===== config.mk =====
export PLATFORM = sky130hd
export DESIGN_NAME = kbd_in_ctrl
export DESIGN_NICKNAME = d
export VERILOG_FILES = /design/src/rtl/kbd_in_ctrl.sv
export SDC_FILE = /design/constraint.sdc
export NUM_CORES = 1
export LEC_CHECK = 0
export ABC_CLOCK_PERIOD_IN_PS = 9550
export CAP_MARGIN = 5
export CORE_MARGIN = 2
export CORE_UTILIZATION = 55
export CTS_CLUSTER_SIZE = 28
export DETAILED_ROUTE_END_ITERATION = 12
export PLACE_DENSITY = 0.78
export SLEW_MARGIN = 20
export SYNTH_ARGS = -nofsm -noshare
export SYNTH_HDL_FRONTEND = slang
export SYNTH_SLANG_ARGS = --single-unit

===== constraint.sdc =====
create_clock -name clk -period 9.55 [get_ports clk]
set_input_delay 1.91 -clock clk [delete_from_list [all_inputs] [get_ports clk]]
set_output_delay 1.91 -clock clk [all_outputs]
set_load 0.01 [all_outputs]

===== src/rtl/kbd_in_ctrl.sv =====
// kbd_in_ctrl: turns PS/2 set-2 scancodes into a decimal entry and delivers it
// to the CPU input port through the control/status handshake.
module kbd_in_ctrl #(
   parameter int unsigned DATA_WIDTH = 16,
   parameter int unsigned MAX_DIGITS = 4
) (
   input  logic                  clk,
   input  logic                  rst,
   input  logic                  code_valid,
   input  logic [7:0]            code,
   input  logic                  status,
   output logic                  control,
   output logic [DATA_WIDTH-1:0] in,
   output logic [DATA_WIDTH-1:0] buf_val,
   output logic [2:0]            digit_cnt,
   output logic                  busy
);

   localparam int unsigned CNT_W = 3;

   localparam logic [7:0] CODE_BRK   = 8'hF0;
   localparam logic [7:0] CODE_EXT   = 8'hE0;
   localparam logic [7:0] CODE_BKSP  = 8'h66;
   localparam logic [7:0] CODE_ENTER = 8'h5A;

   typedef enum logic [1:0] {
      S_EDIT  = 2'd0,
      S_WAIT  = 2'd1,
      S_OFFER = 2'd2,
      S_DONE  = 2'd3
   } state_t;

   state_t                state_q;
   logic                  brk_q;
   logic                  ext_q;
   logic [DATA_WIDTH-1:0] buf_q;
   logic [CNT_W-1:0]      cnt_q;
   logic [DATA_WIDTH-1:0] in_q;
   logic                  control_q;
   logic                  busy_q;

   logic                  make_c;
   logic                  is_digit_c;
   logic [3:0]            digit_c;
   logic [DATA_WIDTH-1:0] buf_push_c;
   logic [DATA_WIDTH-1:0] buf_pop_c;

   // Map a scancode to its decimal digit value.
   always_comb begin
      is_digit_c = 1'b1;
      digit_c    = 4'd0;
      case (code)
         8'h45:   digit_c = 4'd0;
         8'h16:   digit_c = 4'd1;
         8'h1E:   digit_c = 4'd2;
         8'h26:   digit_c = 4'd3;
         8'h25:   digit_c = 4'd4;
         8'h2E:   digit_c = 4'd5;
         8'h36:   digit_c = 4'd6;
         8'h3D:   digit_c = 4'd7;
         8'h3E:   digit_c = 4'd8;
         8'h46:   digit_c = 4'd9;
         default: is_digit_c = 1'b0;
      endcase
   end

   // A make code is a non-prefix byte that carries no pending break/extended flag.
   assign make_c     = code_valid && (code != CODE_BRK) && (code != CODE_EXT)
                       && !brk_q && !ext_q;
   assign buf_push_c = DATA_WIDTH'(buf_q * DATA_WIDTH'(10)) + DATA_WIDTH'(digit_c);
   assign buf_pop_c  = buf_q / DATA_WIDTH'(10);

   // Prefix tracking, buffer editing and the CPU handshake sequencer.
   always_ff @(posedge clk) begin
      if (rst) begin
         state_q   <= S_EDIT;
         brk_q     <= 1'b0;
         ext_q     <= 1'b0;
         buf_q     <= '0;
         cnt_q     <= '0;
         in_q      <= '0;
         control_q <= 1'b0;
         busy_q    <= 1'b0;
      end else begin
         if (code_valid) begin
            if (code == CODE_BRK) begin
               brk_q <= 1'b1;
            end else if (code == CODE_EXT) begin
               ext_q <= 1'b1;
            end else begin
               brk_q <= 1'b0;
               ext_q <= 1'b0;
            end
         end

         case (state_q)
            S_EDIT: begin
               control_q <= 1'b0;
               busy_q    <= 1'b0;
               if (make_c) begin
                  if (is_digit_c) begin
                     if (cnt_q < CNT_W'(MAX_DIGITS)) begin
                        buf_q <= buf_push_c;
                        cnt_q <= cnt_q + CNT_W'(1);
                     end
                  end else if (code == CODE_BKSP) begin
                     if (cnt_q != '0) begin
                        buf_q <= buf_pop_c;
                        cnt_q <= cnt_q - CNT_W'(1);
                     end
                  end else if (code == CODE_ENTER) begin
                     if (cnt_q != '0) begin
                        in_q    <= buf_q;
                        busy_q  <= 1'b1;
                        state_q <= S_WAIT;
                     end
                  end
               end
            end
            S_WAIT: begin
               if (status) begin
                  control_q <= 1'b1;
                  state_q   <= S_OFFER;
               end
            end
            S_OFFER: begin
               if (!status) begin
                  control_q <= 1'b0;
                  state_q   <= S_DONE;
               end
            end
            S_DONE: begin
               buf_q   <= '0;
               cnt_q   <= '0;
               busy_q  <= 1'b0;
               state_q <= S_EDIT;
            end
            default: state_q <= S_EDIT;
         endcase
      end
   end

   assign control   = control_q;
   assign in        = in_q;
   assign buf_val   = buf_q;
   assign digit_cnt = cnt_q;
   assign busy      = busy_q;

endmodule

==> impl_metrics.ini, run 1 <==
[run_status]
outcome = finished clean

[synth]
synth_warnings = 0
synth_edf_count = 0
synth.area.top_cells = sky130_fd_sc_hd__dfxtp_1, sky130_fd_sc_hd__ha_1, sky130_fd_sc_hd__nor2_1
synthDistinctLibCells = 87
ys.flop_type = sky130_fd_sc_hd__dfxtp_1
synthCells = 582
synthesis.area_per_instance_um2 = 7.78
ys_seq_elements = 41
mapped_cell_area_mm2 = 0.00453
synth_fp_nets = 628
postSynth.asyncResetShare_pct = 0
yosysTopAreaCellShare_pct = 18.1
synthDominantAreaCellType = sky130_fd_sc_hd__dfxtp_1
yosysSeqAreaShare_pct = 18.1

[critical_path]
path_cells = nand2b_1 -> nor3b_1 -> o31ai_4 -> nand2_1 -> a21o_1 -> a32oi_2 -> o211ai_1 -> a32oi_4 -> mux2i_1 -> a2bb2oi_2 -> a31oi_1 -> nor3b_1 -> nor4bb_1 -> o41ai_1 -> o211ai_1
timing.rr.end = buf_val[0]
crit_path_start = buf_val[13]
critical_path.reg2reg.startpoint = buf_val[13]
critical_path.max_stage_delay_ps = 630
critical_path_fanout_max = 18
startpoint_type_of_the_worst_setup_path = flip-flop
crit_family = compound AO/OA/AOI/OAI gates
r2r_slack_ps = 3990
timing_worst_setup_path_type = reg -> reg
crit_arrival_ps = 5730
timing.critical_path.slowest_stage_cell = sky130_fd_sc_hd__dfxtp_1
reg2reg_depth = 15
worst_ep_required_time_ps = 9720
cp_num_buf_inv = 0
critical_path_depth = 15
worstSetupEndpointType = flip-flop
crit_path_end = buf_val[0]

[layout]
antennaDiodeCount = 0
final_net_count = 649
area.growth.synth_to_final_pct = 12.3
n_fill_cell = 722
post_route_cells_drive_above_1_share_pct = 5.64
final_cell_count_no_fill = 708
postLayoutCellArea_mm2 = 0.00508

[floorplanning]
fp-row-count = 33
die_area_mm2 = 0.00897
starting_density_pct = 56.0
floorplan.io_pins = 49
design.core.area_mm2 = 0.00809
die_w_um = 94.7
die_span_in_y_um = 94.7

[route]
drt_drc_violations_left = 0
drtAntennaViolNets = 0
detailroute.via_count = 4412
postRouteWirelength_mm = 11.1
post_drt_wl_per_cell_um = 15.6
drt-vias-per-instance = 6.23
detail_route.iter0.violations = 208
drtPass1Iterations = 5

[clock_tree]
cts_resized = 0
h-tree-depth = 2
cts-hold-fix-buffers = 0
clk-insertion-delay-late_ps = 300
cts_sinks = 41
cts_inserted_buffers = 5
cts_root_buf = sky130_fd_sc_hd__clkbuf_8
cts.path.max_buffers = 2
clock_tree_from_tritoncts = done
post_cts_buffers = 0
clock_transition_at_the_registers_of_the_reported_paths_ps = 80

[sta]
finalCriticalPeriod_ps = 5560
maxSlewHeadroom_pct = 27.8
skew_ps = 8.67
max_slew.worst_pin.slew_ps = 1080
hold_viol_final = 0
totalNegativeSetupSlack_ps = 0
drv_slew = 0
finalSetupViolCount = 0
period_utilization_pct = 58.2
timing.hold.ws_ps = 466
rsz0062_at_grt = no
timing.fmax_ghz = 0.180

[place]
io_buffers = 48
gp_routability_congestion = 0.860
dpl.hpwl_mm = 7.91
dpl.cell_count = 701
placedInstanceArea_mm2 = 0.00500

[flow_run]
timing.max_cap.violations = 0

[global_route]
first_global_vias = 4048
global_route.overflow_total = 0
grt_first_pass_wirelength_mm = 18.7
initial_antenna_violation_count = 0
grt_max_degree = 43
gr-usage-all-layers_pct = 25.2

[pwr]
cellPowerDensity_mw_per_mm2 = 60.8
totalPowerFinal_uw = 309
largest_vdd_supply_drop_uv = 64.0
static_leak_uw = 0.00204

[hold_path]
worstHoldPathType = reg -> reg
-- power breakdown --
part | total (uW) | leakage, uW | internal (uW) | switching (uW)
registers | 172 | 0.000330 | 171 | 0.515
logic | 20.8 | 0.00167 | 9.65 | 11.1
clock network | 117 | 0.0000443 | 57.4 | 59.2
-- cell families (layout without fill, tap and decap cells) --
group / Yosys count / after routing / share of synthesized area (%)
AO/OA/AOI/OAI: 182 / 182 / 29.9
multiplexers: 27 / 27 / 6.30
XOR/XNOR: 33 / 33 / 6.55
buffers and inverters: 67 / 88 / 6.33
adder cells (fa/ha/maj): 34 / 34 / 9.89
AND/OR/NAND/NOR: 198 / 198 / 22.9
flip-flops: 41 / 41 / 18.1
-- sequential cells by signal, summed over array words and instances (netlist names) --
register	count
brk_q	1
digit_cnt	3
state_q	2
control	1
buf_val	16
ext_q	1
busy	1
in	16
-- area by class of cell --
class                      count  area [um2]  area share, %
multi-input combinational    474        3420           67.3
sequential                    41         821           16.1
timing repair buffer          53         518           10.2
tap                          105         131           2.58
inverter                      28         105           2.07
clock buffer                   7        86.3           1.70
-- cell usage after synthesis (5+ instances only) --
| library cell | count |
|---|---|
| sky130_fd_sc_hd__nand3_1 | 12 |
| sky130_fd_sc_hd__buf_2 | 10 |
| sky130_fd_sc_hd__nand3b_1 | 6 |
| sky130_fd_sc_hd__a222oi_1 | 6 |
| sky130_fd_sc_hd__a31oi_1 | 5 |
| sky130_fd_sc_hd__a22oi_1 | 12 |
| sky130_fd_sc_hd__a21o_1 | 10 |
| sky130_fd_sc_hd__o21ai_0 | 24 |
| sky130_fd_sc_hd__xnor2_1 | 17 |
| sky130_fd_sc_hd__clkbuf_1 | 23 |
| sky130_fd_sc_hd__nand2_1 | 29 |
| sky130_fd_sc_hd__a21oi_1 | 39 |
| sky130_fd_sc_hd__nand2b_1 | 16 |
| sky130_fd_sc_hd__nor3b_1 | 10 |
| sky130_fd_sc_hd__o211ai_1 | 12 |
| sky130_fd_sc_hd__ha_1 | 31 |
| sky130_fd_sc_hd__nor2_1 | 69 |
| sky130_fd_sc_hd__a211oi_1 | 9 |
| sky130_fd_sc_hd__dfxtp_1 | 41 |
| sky130_fd_sc_hd__inv_1 | 26 |
| sky130_fd_sc_hd__mux2i_1 | 24 |
| sky130_fd_sc_hd__nor3_1 | 13 |
| sky130_fd_sc_hd__o21ai_1 | 6 |
| sky130_fd_sc_hd__nand4_1 | 5 |
| sky130_fd_sc_hd__xor2_1 | 15 |
| sky130_fd_sc_hd__and3_1 | 6 |
-- layout by cell type (no fill, tap or decap), types with 4 or more instances in the layout --
cell type / netlist / final
sky130_fd_sc_hd__a21oi_1: 39 / 39
sky130_fd_sc_hd__buf_4: 4 / 5
sky130_fd_sc_hd__and2_1: 4 / 4
sky130_fd_sc_hd__a31oi_1: 5 / 5
sky130_fd_sc_hd__ha_1: 31 / 31
sky130_fd_sc_hd__nand2b_1: 16 / 16
sky130_fd_sc_hd__a211oi_1: 9 / 9
sky130_fd_sc_hd__nand3_1: 12 / 12
sky130_fd_sc_hd__inv_1: 26 / 26
sky130_fd_sc_hd__o211ai_1: 12 / 12
sky130_fd_sc_hd__clkdlybuf4s50_1: 0 / 48
sky130_fd_sc_hd__o31ai_1: 4 / 4
sky130_fd_sc_hd__and3_1: 6 / 6
sky130_fd_sc_hd__nand3b_1: 6 / 6
sky130_fd_sc_hd__o21ai_1: 6 / 6
sky130_fd_sc_hd__xor2_1: 15 / 15
sky130_fd_sc_hd__nor3_1: 13 / 13
sky130_fd_sc_hd__dfxtp_1: 41 / 41
sky130_fd_sc_hd__a211o_1: 4 / 4
sky130_fd_sc_hd__a21o_1: 10 / 10
sky130_fd_sc_hd__nand2_1: 29 / 29
sky130_fd_sc_hd__mux2i_1: 24 / 24
sky130_fd_sc_hd__o21a_1: 4 / 4
sky130_fd_sc_hd__xnor2_1: 17 / 17
sky130_fd_sc_hd__o21ai_0: 24 / 24
sky130_fd_sc_hd__a22oi_1: 12 / 12
sky130_fd_sc_hd__nand4_1: 5 / 5
sky130_fd_sc_hd__o21bai_1: 4 / 4
sky130_fd_sc_hd__a222oi_1: 6 / 6
sky130_fd_sc_hd__nor3b_1: 10 / 10
sky130_fd_sc_hd__nor2_1: 69 / 68
sky130_fd_sc_hd__clkbuf_8: 0 / 6
sky130_fd_sc_hd__nor2b_1: 4 / 4
-- layer usage --
layer	up-vias	GRT usage, %	wire, um	share of wire, %
met4	0	4.59	105	0.95
li1	2201	-	-	-
met3	13	3.35	463	4.2
met5	-	0	0	0
met1	2075	33.8	5080	46
met2	123	43.6	5430	49
-- tightest hold or removal path, stage by stage, from the launching register on --
cell                      delay (ps)
sky130_fd_sc_hd__dfxtp_1         330
sky130_fd_sc_hd__a21oi_1          40
sky130_fd_sc_hd__nor2_1           70
-- worst min path at each step --
stage	start	endpoint	depth (start not counted)
2_1_floorplan	brk_q	brk_q	2
3_3_place_gp	ext_q	ext_q	2
3_5_place_dp	brk_q	brk_q	2
4_1_cts	brk_q	brk_q	2
5_1_grt	brk_q	brk_q	2
6_report	brk_q	brk_q	2
-- through the flow --
step / util [%] / setup slack [ps]
after global placement: 61.8 / 4040
after floorplan: - / 4790
final: 62.8 / 3990
after detailed placement: 61.8 / 3960
after global routing: 62.8 / 3570
after CTS: 62.8 / 4070
Power figures use the tool's default switching activity.
==> inputs of run 2 (changes only) <==
ABC_CLOCK_PERIOD_IN_PS = 5700   (was 9550)
clock period = 5.7 ns   (was 9.55 ns; I/O delays follow)
==> impl_metrics.ini, run 2 (same netlist as run 1, synthesis figures left out) <==
[run_status]
outcome = finished clean

[layout]
layout.cells.most_common = sky130_fd_sc_hd__nor2_1
final_cell_mix = sky130_fd_sc_hd__nor2_1, sky130_fd_sc_hd__clkdlybuf4s50_1, sky130_fd_sc_hd__dfxtp_1, sky130_fd_sc_hd__a21oi_1, sky130_fd_sc_hd__ha_1
post_route_cells_drive_above_1_share_pct = 6.58
antennaDiodeCount = 0
area.growth.synth_to_final_pct = 13.6
final_net_count = 653

[clock_tree]
cts-hold-fix-buffers = 0
cts_resized = 0
h-tree-depth = 2
cts.path.max_buffers = 2
clk-insertion-delay-late_ps = 300
clock_tree_from_tritoncts = done
cts_root_buf = sky130_fd_sc_hd__clkbuf_8
clock_transition_at_the_registers_of_the_reported_paths_ps = 90
cts_inserted_buffers = 5
cts_sinks = 41
post_cts_buffers = 0

[floorplanning]
floorplan.io_pins = 49
starting_density_pct = 56.0
die_w_um = 94.7
die_span_in_y_um = 94.7
design.core.area_mm2 = 0.00809
fp-row-count = 33
die_area_mm2 = 0.00897

[route]
detailroute.via_count = 4465
drt_drc_violations_left = 0
post_drt_wl_per_cell_um = 16.2
postRouteWirelength_mm = 11.5
drtAntennaViolNets = 0
drt-vias-per-instance = 6.26
detail_route.iter0.violations = 327
drtPass1Iterations = 4

[pwr]
largest_vdd_supply_drop_uv = 108
totalPowerFinal_uw = 567
cellPowerDensity_mw_per_mm2 = 110
static_leak_uw = 0.00207

[flow_run]
timing.max_cap.violations = 0

[sta]
timing.fmax_ghz = 0.190
max_slew.worst_pin.slew_ps = 1080
totalNegativeSetupSlack_ps = 0
finalCriticalPeriod_ps = 5260
drv_slew = 0
timing.hold.ws_ps = 466
period_utilization_pct = 92.3
setup_slack_ps = 439
finalSetupViolCount = 0
maxSlewHeadroom_pct = 28.0
skew_ps = 10.9
rsz0062_at_grt = no
hold_viol_final = 0

[hold_path]
hold_path_depth = 2
worstHoldPathType = reg -> reg
min-delay-start = ext_q

[place]
gp_routability_congestion = 0.927
preCtsSetupSlack_ps = 515
io_buffers = 48
dpl.hpwl_mm = 8.49

[critical_path]
critical_path.reg2reg.startpoint = buf_val[13]
reg2reg_depth = 17
timing_worst_setup_path_type = reg -> reg
startpoint_type_of_the_worst_setup_path = flip-flop
crit_path_start = buf_val[13]
critical_path_fanout_max = 18
crit_arrival_ps = 5430
worst_ep_required_time_ps = 5870
r2r_slack_ps = 440
worstSetupEndpointType = flip-flop

[global_route]
grt_max_degree = 42
initial_antenna_violation_count = 0
first_global_vias = 4237
global_route.overflow_total = 0
grt_first_pass_wirelength_mm = 19.7
gr-usage-all-layers_pct = 26.5
-- run 2: layout make-up --
type | instances | area [um2]
Tap cell | 105 | 131
Sequential cell | 41 | 821
Multi-Input combinational cell | 474 | 3420
Inverter | 28 | 105
Clock buffer | 5 | 68.8
Fill cell | 746 | 2950
Clock inverter | 3 | 46.3
Timing Repair Buffer | 57 | 548
-- run 2: path summary, 6_finish.rpt --
check,end
worst max-delay path,buf_val[0]
worst min-delay path,ext_q
worst max register to register,buf_val[0]
worst min register to register,ext_q
-- run 2: metrics by stage --
stage / instance area [um2] / instances / util [%]
2_1_floorplan: 4530 / 582 / -
3_3_place_gp: 5030 / 705 / 62.1
3_5_place_dp: 5030 / 705 / 62.1
4_1_cts: 5140 / 713 / 63.6
5_1_grt: 5140 / 713 / 63.6
6_report: 5140 / 713 / 63.6
-- run 2: routing by layer --
| metal | vias to the layer above | global-route usage (%) | share of wire, % |
|---|---|---|---|
| li1 | 2205 | - | - |
| met1 | 2125 | 35.0 | 45 |
| met2 | 116 | 45.3 | 50 |
| met3 | 19 | 3.75 | 4.2 |
| met4 | 0 | 7.25 | 1.2 |
| met5 | - | 0 | 0 |
-- run 2: power breakdown --
group          switching [uW]  leakage (uW)  internal, uW
sequential              0.832      0.000330           287
clock                     112     0.0000543           131
combinational            19.1       0.00169          16.2
total                     132       0.00207           434
-- run 2: worst max-delay path: stages (launching register included) --
cell	delay [ps]
sky130_fd_sc_hd__dfxtp_1	650
sky130_fd_sc_hd__nand2b_1	250
sky130_fd_sc_hd__nor3b_1	240
sky130_fd_sc_hd__o31ai_4	460
sky130_fd_sc_hd__nand2_1	370
sky130_fd_sc_hd__a311o_1	460
sky130_fd_sc_hd__o21ai_1	200
sky130_fd_sc_hd__o21ai_1	140
sky130_fd_sc_hd__a32oi_4	380
sky130_fd_sc_hd__buf_4	230
sky130_fd_sc_hd__xor2_1	360
sky130_fd_sc_hd__mux2i_1	160
sky130_fd_sc_hd__a2bb2oi_2	170
sky130_fd_sc_hd__a31oi_1	240
sky130_fd_sc_hd__nor3b_1	120
sky130_fd_sc_hd__o221a_1	260
sky130_fd_sc_hd__o41ai_1	300
sky130_fd_sc_hd__o211ai_1	140
==> inputs of run 3 (changes only) <==
CORE_ASPECT_RATIO = 0.9   (was not set)
REMOVE_ABC_BUFFERS = 1   (was not set)
==> impl_metrics.ini, run 3 (same netlist as run 1, synthesis figures left out) <==
[sta]
finalCriticalPeriod_ps = 5220
period_utilization_pct = 91.5
finalSetupViolCount = 0
drv_slew = 0
timing.fmax_ghz = 0.192
skew_ps = 8.65
totalNegativeSetupSlack_ps = 0
max_slew.worst_pin.slew_ps = 1030
maxSlewHeadroom_pct = 31.4
hold_viol_final = 0
rsz0062_at_grt = no

[clock_tree]
h-tree-depth = 2
clock_transition_at_the_registers_of_the_reported_paths_ps = 90
clock_tree_from_tritoncts = done
cts_sinks = 41
cts-hold-fix-buffers = 0
cts_inserted_buffers = 5
clk-insertion-delay-late_ps = 300
post_cts_buffers = 0
cts_root_buf = sky130_fd_sc_hd__clkbuf_8
cts.path.max_buffers = 2

[route]
postRouteWirelength_mm = 11.3
drt_drc_violations_left = 0
post_drt_wl_per_cell_um = 16.0
drtPass1Iterations = 5
drt-vias-per-instance = 6.28
drtAntennaViolNets = 0
detail_route.iter0.violations = 383
detailroute.via_count = 4432

[critical_path]
r2r_slack_ps = 480
critical_path_depth = 16
critical_path_fanout_max = 21
crit_path_start = buf_val[14]
worstSetupEndpointType = flip-flop
critical_path.reg2reg.startpoint = buf_val[14]
crit_family = compound AO/OA/AOI/OAI gates
reg2reg_depth = 16
timing_worst_setup_path_type = reg -> reg
critPathMostFrequentCell = sky130_fd_sc_hd__o211ai_1
timing.critical_path.slowest_stage_cell = sky130_fd_sc_hd__dfxtp_1
startpoint_type_of_the_worst_setup_path = flip-flop
path_cells = nor3b_1 -> o2bb2ai_2 -> o31ai_4 -> nand2_1 -> a21o_1 -> a32oi_2 -> o211ai_1 -> a32oi_4 -> xor2_1 -> mux2i_1 -> a2bb2oi_2 -> a31oi_1 -> nor3b_2 -> o221a_1 -> o41ai_1 -> o211ai_1
worst_ep_required_time_ps = 5870
cp_num_buf_inv = 0
critical_path.max_stage_delay_ps = 720
crit_path_end = buf_val[0]
crit_arrival_ps = 5390
timing.rr.end = buf_val[0]

[layout]
area.growth.synth_to_final_pct = 12.8
antennaDiodeCount = 0
layout.cells.most_common = sky130_fd_sc_hd__nor2_1
final_net_count = 652
layout.core_utilization_pct = 63.6
final_cell_mix = sky130_fd_sc_hd__nor2_1, sky130_fd_sc_hd__clkdlybuf4s50_1, sky130_fd_sc_hd__dfxtp_1, sky130_fd_sc_hd__a21oi_1, sky130_fd_sc_hd__ha_1
post_route_cells_drive_above_1_share_pct = 6.59

[floorplanning]
starting_density_pct = 56.4
fp-row-count = 31
die_area_mm2 = 0.00898
die_w_um = 99.6
floorplan.io_pins = 49
die_span_in_y_um = 90.1
design.core.area_mm2 = 0.00803

[pwr]
largest_vdd_supply_drop_uv = 169
cellPowerDensity_mw_per_mm2 = 101
static_leak_uw = 0.00205

[global_route]
first_global_vias = 3874
global_route.overflow_total = 0
gr-usage-all-layers_pct = 24.5
grt_max_degree = 29
grt_first_pass_wirelength_mm = 18.7
initial_antenna_violation_count = 0

[place]
io_buffers = 48
dpl.hpwl_mm = 8.23
gp_routability_congestion = 0.982

[hold_path]
worstHoldPathType = reg -> reg
min-delay-start = ext_q

[run_status]
outcome = finished clean

[flow_run]
timing.max_cap.violations = 0
## run 3: stage by stage
| stage | setup slack, ps | instances | instance area [um2] | hold WS, ps | total power, uW |
|---|---|---|---|---|---|
| finish | 484 | 706 | 5110 | 474 | 517 |
| global route | 44.8 | 706 | 5110 | 512 | 533 |
| CTS | 456 | 706 | 5100 | 482 | 522 |
| detailed placement | 450 | 698 | 5010 | 462 | 329 |
| global placement | 732 | 698 | 5010 | 444 | 328 |
| floorplan | 831 | 543 | 4350 | 430 | 310 |
## run 3: what timing repair did
item	CTS	global route
endpoints found under the hold margin	0	0
endpoints found under the setup margin	0	2
resized for setup	0	2
## run 3: worst min-delay path by stage
stage,to,slack (ps),depth (start not counted)
finish,ext_q,470,2
floorplan,brk_q,430,2
global placement,brk_q,440,2
CTS,ext_q,480,2
global route,ext_q,510,2
detailed placement,ext_q,460,2
## run 3: tightest hold or removal path: stages, from the launching register on
cell                      delay, ps
sky130_fd_sc_hd__dfxtp_1        330
sky130_fd_sc_hd__a21oi_1         40
sky130_fd_sc_hd__nor2_1          70
## run 3: per-layer routing
| metal | routed length, um | up-vias | GRT usage (%) |
|---|---|---|---|
| met5 | 0 | - | 0 |
| met4 | 75 | 0 | 3.88 |
| met3 | 531 | 9 | 3.50 |
| met2 | 5150 | 128 | 37.4 |
| met1 | 5540 | 2091 | 37.0 |
| li1 | - | 2204 | - |
## run 3: final cells by class
cell class              count  area, um2
fillers                   673       2920
inverters                  28        105
well taps                  99        124
repair buffers             56        541
clock buffers               6       72.6
multi-input cells         474       3430
clock inverters             2       15.0
flip-flops and latches     41        821
## run 3: power breakdown
group          switching (uW)  internal, uW
Sequential              0.815           287
Combinational            19.1          16.1
Clock                     107          86.4
==> RTL edit 1, RTL diff (settings of run 2) <==
Set the parameter `DATA_WIDTH` to 20 (it was 16).
--- a/src/rtl/kbd_in_ctrl.sv
+++ b/src/rtl/kbd_in_ctrl.sv
@@ -3,3 +3,3 @@
 module kbd_in_ctrl #(
-   parameter int unsigned DATA_WIDTH = 16,
+   parameter int unsigned DATA_WIDTH = 20,
    parameter int unsigned MAX_DIGITS = 4
Interface: changed (resized buf_val and in); port bits go from 49 to 57. The function was not compared with the original's and may differ.
==> RTL edit 1 against run 2 <==
Cell count rose by 54%. Wire length grew 69%. Utilization rose by 12 points. Setup slack got worse by 420 ps. Final area increased by 57%. Worst hold slack gained 6.3 ps. Clock skew fell by 5.6 ps. Sequential power is 18% higher. Power rose by 16%. First-iteration DRC count is 93% higher. Critical path depth rose by 11. Synthesized area up 33%. Sequential cell count up 8. Maximum frequency shrank 7.4%. Largest cell class unchanged.
==> RTL edit 1: results (changes against run 2) <==
* Warnings, synthesis at 0 (unchanged)
* Distinct cells, synth at 103 (+18%)
* Synth async-reset ratio at 0 (unchanged)
* Mapped Nets at 860 (+37%)
* Via density at 6.31 (+0.79%)
* Largest net degree at the start of global routing at 50 (+19%)
* Top cells by area, synth: dfxtp_1 16%, ha_1 8.1%, nor2_1 6.6%, a21oi_1 5.2%, xnor2_1 4.4%
* CTS H-tree lvls at 2 (unchanged)
* CP max-delay cell: or4_4
* Commonest cells in the netlist: 105 x nor2_1, 63 x a21oi_1, 49 x dfxtp_1
* Status: finished clean
* # fillers at 848 (+14%)
* Clk slew on worst S/H paths at 100 ps
* Slowest cell delay on critical path at 530 ps (-120 ps)
* Hold Path Cell Cnt at 2 (unchanged)
* Drt total wl at 19.5 mm (+69%)
* CP startpoint: buf_val[19]
* Seq/Total Area, Yosys at 0.163 (-0.0181)
* GRT Util Overall at 0.314 (+0.0481)
* CTS buffer count at 5 (unchanged)
* First-pass GRT wire length at 30.0 mm (+52%)
* Maximum VDD drop at 0.197 mV (+83%)
* Critical Path AT at 5930 ps (+500 ps)
* Worst Hold Launch: ext_q
* Port Buffers at 56 (+17%)
* Lkg Pwr at 3.43 nW (+65%)
* Share of layout cells above drive strength 1 at 0.256 (+0.190)
* Fin area at 8070 µm² (+57%)
* Gpl congestion at 0.951 (+2.6%)
* Fin nets at 1009 (+55%)
* Clk_skew at 5.31 ps (-5.64 ps)
* Net Switching at 160 µW (+21%)
* DR pass1 iterations at 8 (+4)
* Initial DRC count at 631 (+93%)
* Worst skew pair latency at 330 ps (+30 ps)
* Register-to-Register Path Depth at 28 (+11)
* DP HPWL at 13.7 mm (+61%)
* Critical path peak fanout at 7 (-11)
* Placement Cell Area at 7400 µm² (+47%)
* Vias in the first global route at 6410 (+51%)
* Worst relative slew slack at 0.486 (+0.206)
RTL edit 1: power by group through the flow:
stage / logic, mW / clock network [mW] / registers [mW]
floorplan: 0.0211 / 0 / 0.352
global placement: 0.0365 / 0 / 0.352
detailed placement: 0.0382 / 0 / 0.352
CTS: 0.0383 / 0.283 / 0.344
global route: 0.0423 / 0.293 / 0.341
finish: 0.0387 / 0.280 / 0.341
RTL edit 1: routing by layer:
layer  vias up  wire, µm  track usage
met2       284      9790        0.555
li1       3311         -            -
met4         0       464       0.0989
met1      3279      8050        0.390
met5         -         0            0
met3        44      1180       0.0446
RTL edit 1: logic make-up (layout without fill, tap and decap cells):
| family | count (synthesis) | in the layout | share of synthesized area |
|---|---|---|---|
| flip-flops | 49 | 49 | 0.163 |
| adder cells (fa/ha/maj) | 44 | 44 | 0.0945 |
| XOR/XNOR | 44 | 44 | 0.0653 |
| AND/OR/NAND/NOR | 293 | 293 | 0.251 |
| AO/OA/AOI/OAI | 261 | 261 | 0.324 |
| multiplexers | 17 | 17 | 0.0287 |
| buffers and inverters | 98 | 248 | 0.0730 |
RTL edit 1: tightest hold or removal path, cell delays in order (launching register included):
cell and delay [ps]:
dfxtp_1 330, a21oi_1 40, nor2_1 70
RTL edit 1: worst paths after layout:
kind	slack [ps]	to
max	20	buf_val[1]
min	470	ext_q
max reg2reg	20	buf_val[1]
min reg2reg	470	ext_q
RTL edit 1: repair_timing:
item / 4_1_cts / 5_1_grt
setup endpoints to repair: 4 / 5
pin swaps: 3 / 27
cloned: 0 / 1
resized for setup: 15 / 78
hold endpoints to repair: 0 / 0
hold buffers: 0 / 0
buffers inserted: 2 / 18
RTL edit 1: layout make-up:
| type | count | area share |
|---|---|---|
| Clock buffer | 6 | 0.0102 |
| Clock inverter | 2 | 0.00465 |
| Inverter | 39 | 0.0181 |
| Multi-Input combinational cell | 659 | 0.611 |
| Sequential cell | 49 | 0.124 |
| Tap cell | 140 | 0.0217 |
| Timing Repair Buffer | 201 | 0.210 |
RTL edit 1: metrics by stage:
step	worst slack [ps]	TNS (ps)	hold slack [ps]	total power, mW	std cells
6_report	17.4	0	472	0.660	1096
3_5_place_dp	-288	-776	456	0.390	1067
5_1_grt	-161	-365	513	0.677	1096
3_3_place_gp	-120	-267	443	0.388	1067
2_1_floorplan	207	0	430	0.373	806
4_1_cts	11.7	0	480	0.666	1077
==> RTL edit 2, RTL diff (config.mk and constraints of run 2) <==
Made on the original files. Register the inputs `code_valid`, `code` and `status` before use, with the module's reset. The logic sees them one clock later.
--- a/src/rtl/kbd_in_ctrl.sv
+++ b/src/rtl/kbd_in_ctrl.sv
@@ -32,2 +32,18 @@
 
+   logic code_valid_q;
+   logic [7:0] code_q;
+   logic status_q;
+
+   always_ff @(posedge clk) begin
+      if (rst) begin
+         code_valid_q <= '0;
+         code_q       <= '0;
+         status_q     <= '0;
+      end else begin
+         code_valid_q <= code_valid;
+         code_q       <= code;
+         status_q     <= status;
+      end
+   end
+
    state_t                state_q;
@@ -51,3 +67,3 @@
       digit_c    = 4'd0;
-      case (code)
+      case (code_q)
          8'h45:   digit_c = 4'd0;
@@ -67,3 +83,3 @@
    // A make code is a non-prefix byte that carries no pending break/extended flag.
-   assign make_c     = code_valid && (code != CODE_BRK) && (code != CODE_EXT)
+   assign make_c     = code_valid_q && (code_q != CODE_BRK) && (code_q != CODE_EXT)
                        && !brk_q && !ext_q;
@@ -84,6 +100,6 @@
       end else begin
-         if (code_valid) begin
-            if (code == CODE_BRK) begin
+         if (code_valid_q) begin
+            if (code_q == CODE_BRK) begin
                brk_q <= 1'b1;
-            end else if (code == CODE_EXT) begin
+            end else if (code_q == CODE_EXT) begin
                ext_q <= 1'b1;
@@ -105,3 +121,3 @@
                      end
-                  end else if (code == CODE_BKSP) begin
+                  end else if (code_q == CODE_BKSP) begin
                      if (cnt_q != '0) begin
@@ -110,3 +126,3 @@
                      end
-                  end else if (code == CODE_ENTER) begin
+                  end else if (code_q == CODE_ENTER) begin
                      if (cnt_q != '0) begin
@@ -120,3 +136,3 @@
             S_WAIT: begin
-               if (status) begin
+               if (status_q) begin
                   control_q <= 1'b1;
@@ -126,3 +142,3 @@
             S_OFFER: begin
-               if (!status) begin
+               if (!status_q) begin
                   control_q <= 1'b0;
Behaviour: not the same (a bounded check fails within 4 cycles, from zero or initial values and one cycle with rst high).
==> RTL edit 2 against run 2 <==
Via count up 0.25%. Synthesized area increased by 2.8%. Cell count is 0.42% higher. Power increased by 19%. Critical path depth is 2 lower. Utilization fell by 0.27 points. Highest routed layer unchanged. Die area rose by 2.7%. Final area grew 1.1%. Sequential power grew 31%. Critical endpoint unchanged. Wire length up 0.87%. Sequential cell count increased by 10. Setup slack improved by 72 ps. Combinational power grew 98%.
==> RTL edit 2: results (changes against run 2) <==
* Share of layout cells above drive strength 1 at 0.0589 (-0.00687)
* Slew @ Worst Pin at 967 ps (-112 ps)
* Register-to-Register Path Depth at 15 (-2)
* Adder-cell share of the synthesized area at 0.103 (+0.00377)
* Drt total wl at 11.6 mm (+0.87%)
* Synthesis-to-finish area growth at 11.7%
* Commonest cells in the netlist: 73 x nor2_1, 51 x dfxtp_1, 33 x nand2_1
* Clock buffers and inverters, area share at 0.0185 (-0.00385)
* Xor and xnor area share after synthesis at 0.0653 (-0.000165)
* Distinct cells, synth at 90 (+3.4%)
* Lkg Pwr at 2.09 nW (+0.85%)
* Status: finished clean
* Multiplexer share of the synthesized area at 0.0516 (-0.0114)
* Gpl congestion at 0.911 (-1.7%)
* Cell count after placement at 708 (+0.43%)
* Yosys reg bits at 51 (+24%)
* Top cells by area, synth: dfxtp_1 22%, ha_1 8.3%, nor2_1 5.9%, mux2i_1 5.2%, xnor2_1 4.1%
* Post-synthesis cell area at 4650 µm² (+2.8%)
* DR pass1 iterations at 6 (+2)
* Initial DRC count at 256 (-22%)
* Multi-input gate area at 3340 µm² (-2.3%)
* Maximum VDD drop at 0.138 mV (+28%)
* WHS at 480 ps (+13.6 ps)
* Placement Cell Area at 5100 µm² (+1.5%)
* FF/Latch Area at 1020 µm² (+24%)
* Mean post-synth cell area at 7.93 µm² (+1.9%)
* # fillers at 726 (-2.7%)
* Net Switching at 184 µW (+39%)
* Worst skew pair latency at 320 ps (+20 ps)
* Bufs w/o clock at 53 (-7.0%)
* Routed vias at 4476 (+0.25%)
* DP HPWL at 8.40 mm (-1.0%)
* First-pass GRT wire length at 19.6 mm (-0.28%)
* Non-Filler Instances at 716 (+0.42%)
* Seq/Total Area, Yosys at 0.219 (+0.0381)
* Worst Hold Launch: brk_q
* Hold Path End: brk_q
* Compound-Gate Fraction of Synth Area at 0.262 (-0.0377)
* Worst setup margin at 511 ps (+72.4 ps)
-- RTL edit 2: cell count changes after synthesis, sizes merged, moves of 6 or more --
cell / before / now
a21oi: 39 / 28
dfxtp: 41 / 51
nand3: 12 / 21
nor2b: 4 / 16
nor3: 13 / 20
nor3b: 10 / 4
o211ai: 14 / 6
-- RTL edit 2: layer usage --
metal	GRT usage	vias up	part of all wire
met2	0.447	143	0.48
met5	0	-	0
met4	0.0976	0	0.024
met3	0.0384	23	0.049
met1	0.334	2117	0.44
li1	-	2193	-
-- RTL edit 2: power groups by stage --
stage | clock (mW) | combinational [mW] | sequential [mW]
floorplan | 0 | 0.0522 | 0.380
global placement | 0 | 0.0662 | 0.384
detailed placement | 0 | 0.0696 | 0.384
CTS | 0.232 | 0.0697 | 0.376
global route | 0.249 | 0.0763 | 0.378
finish | 0.228 | 0.0699 | 0.376
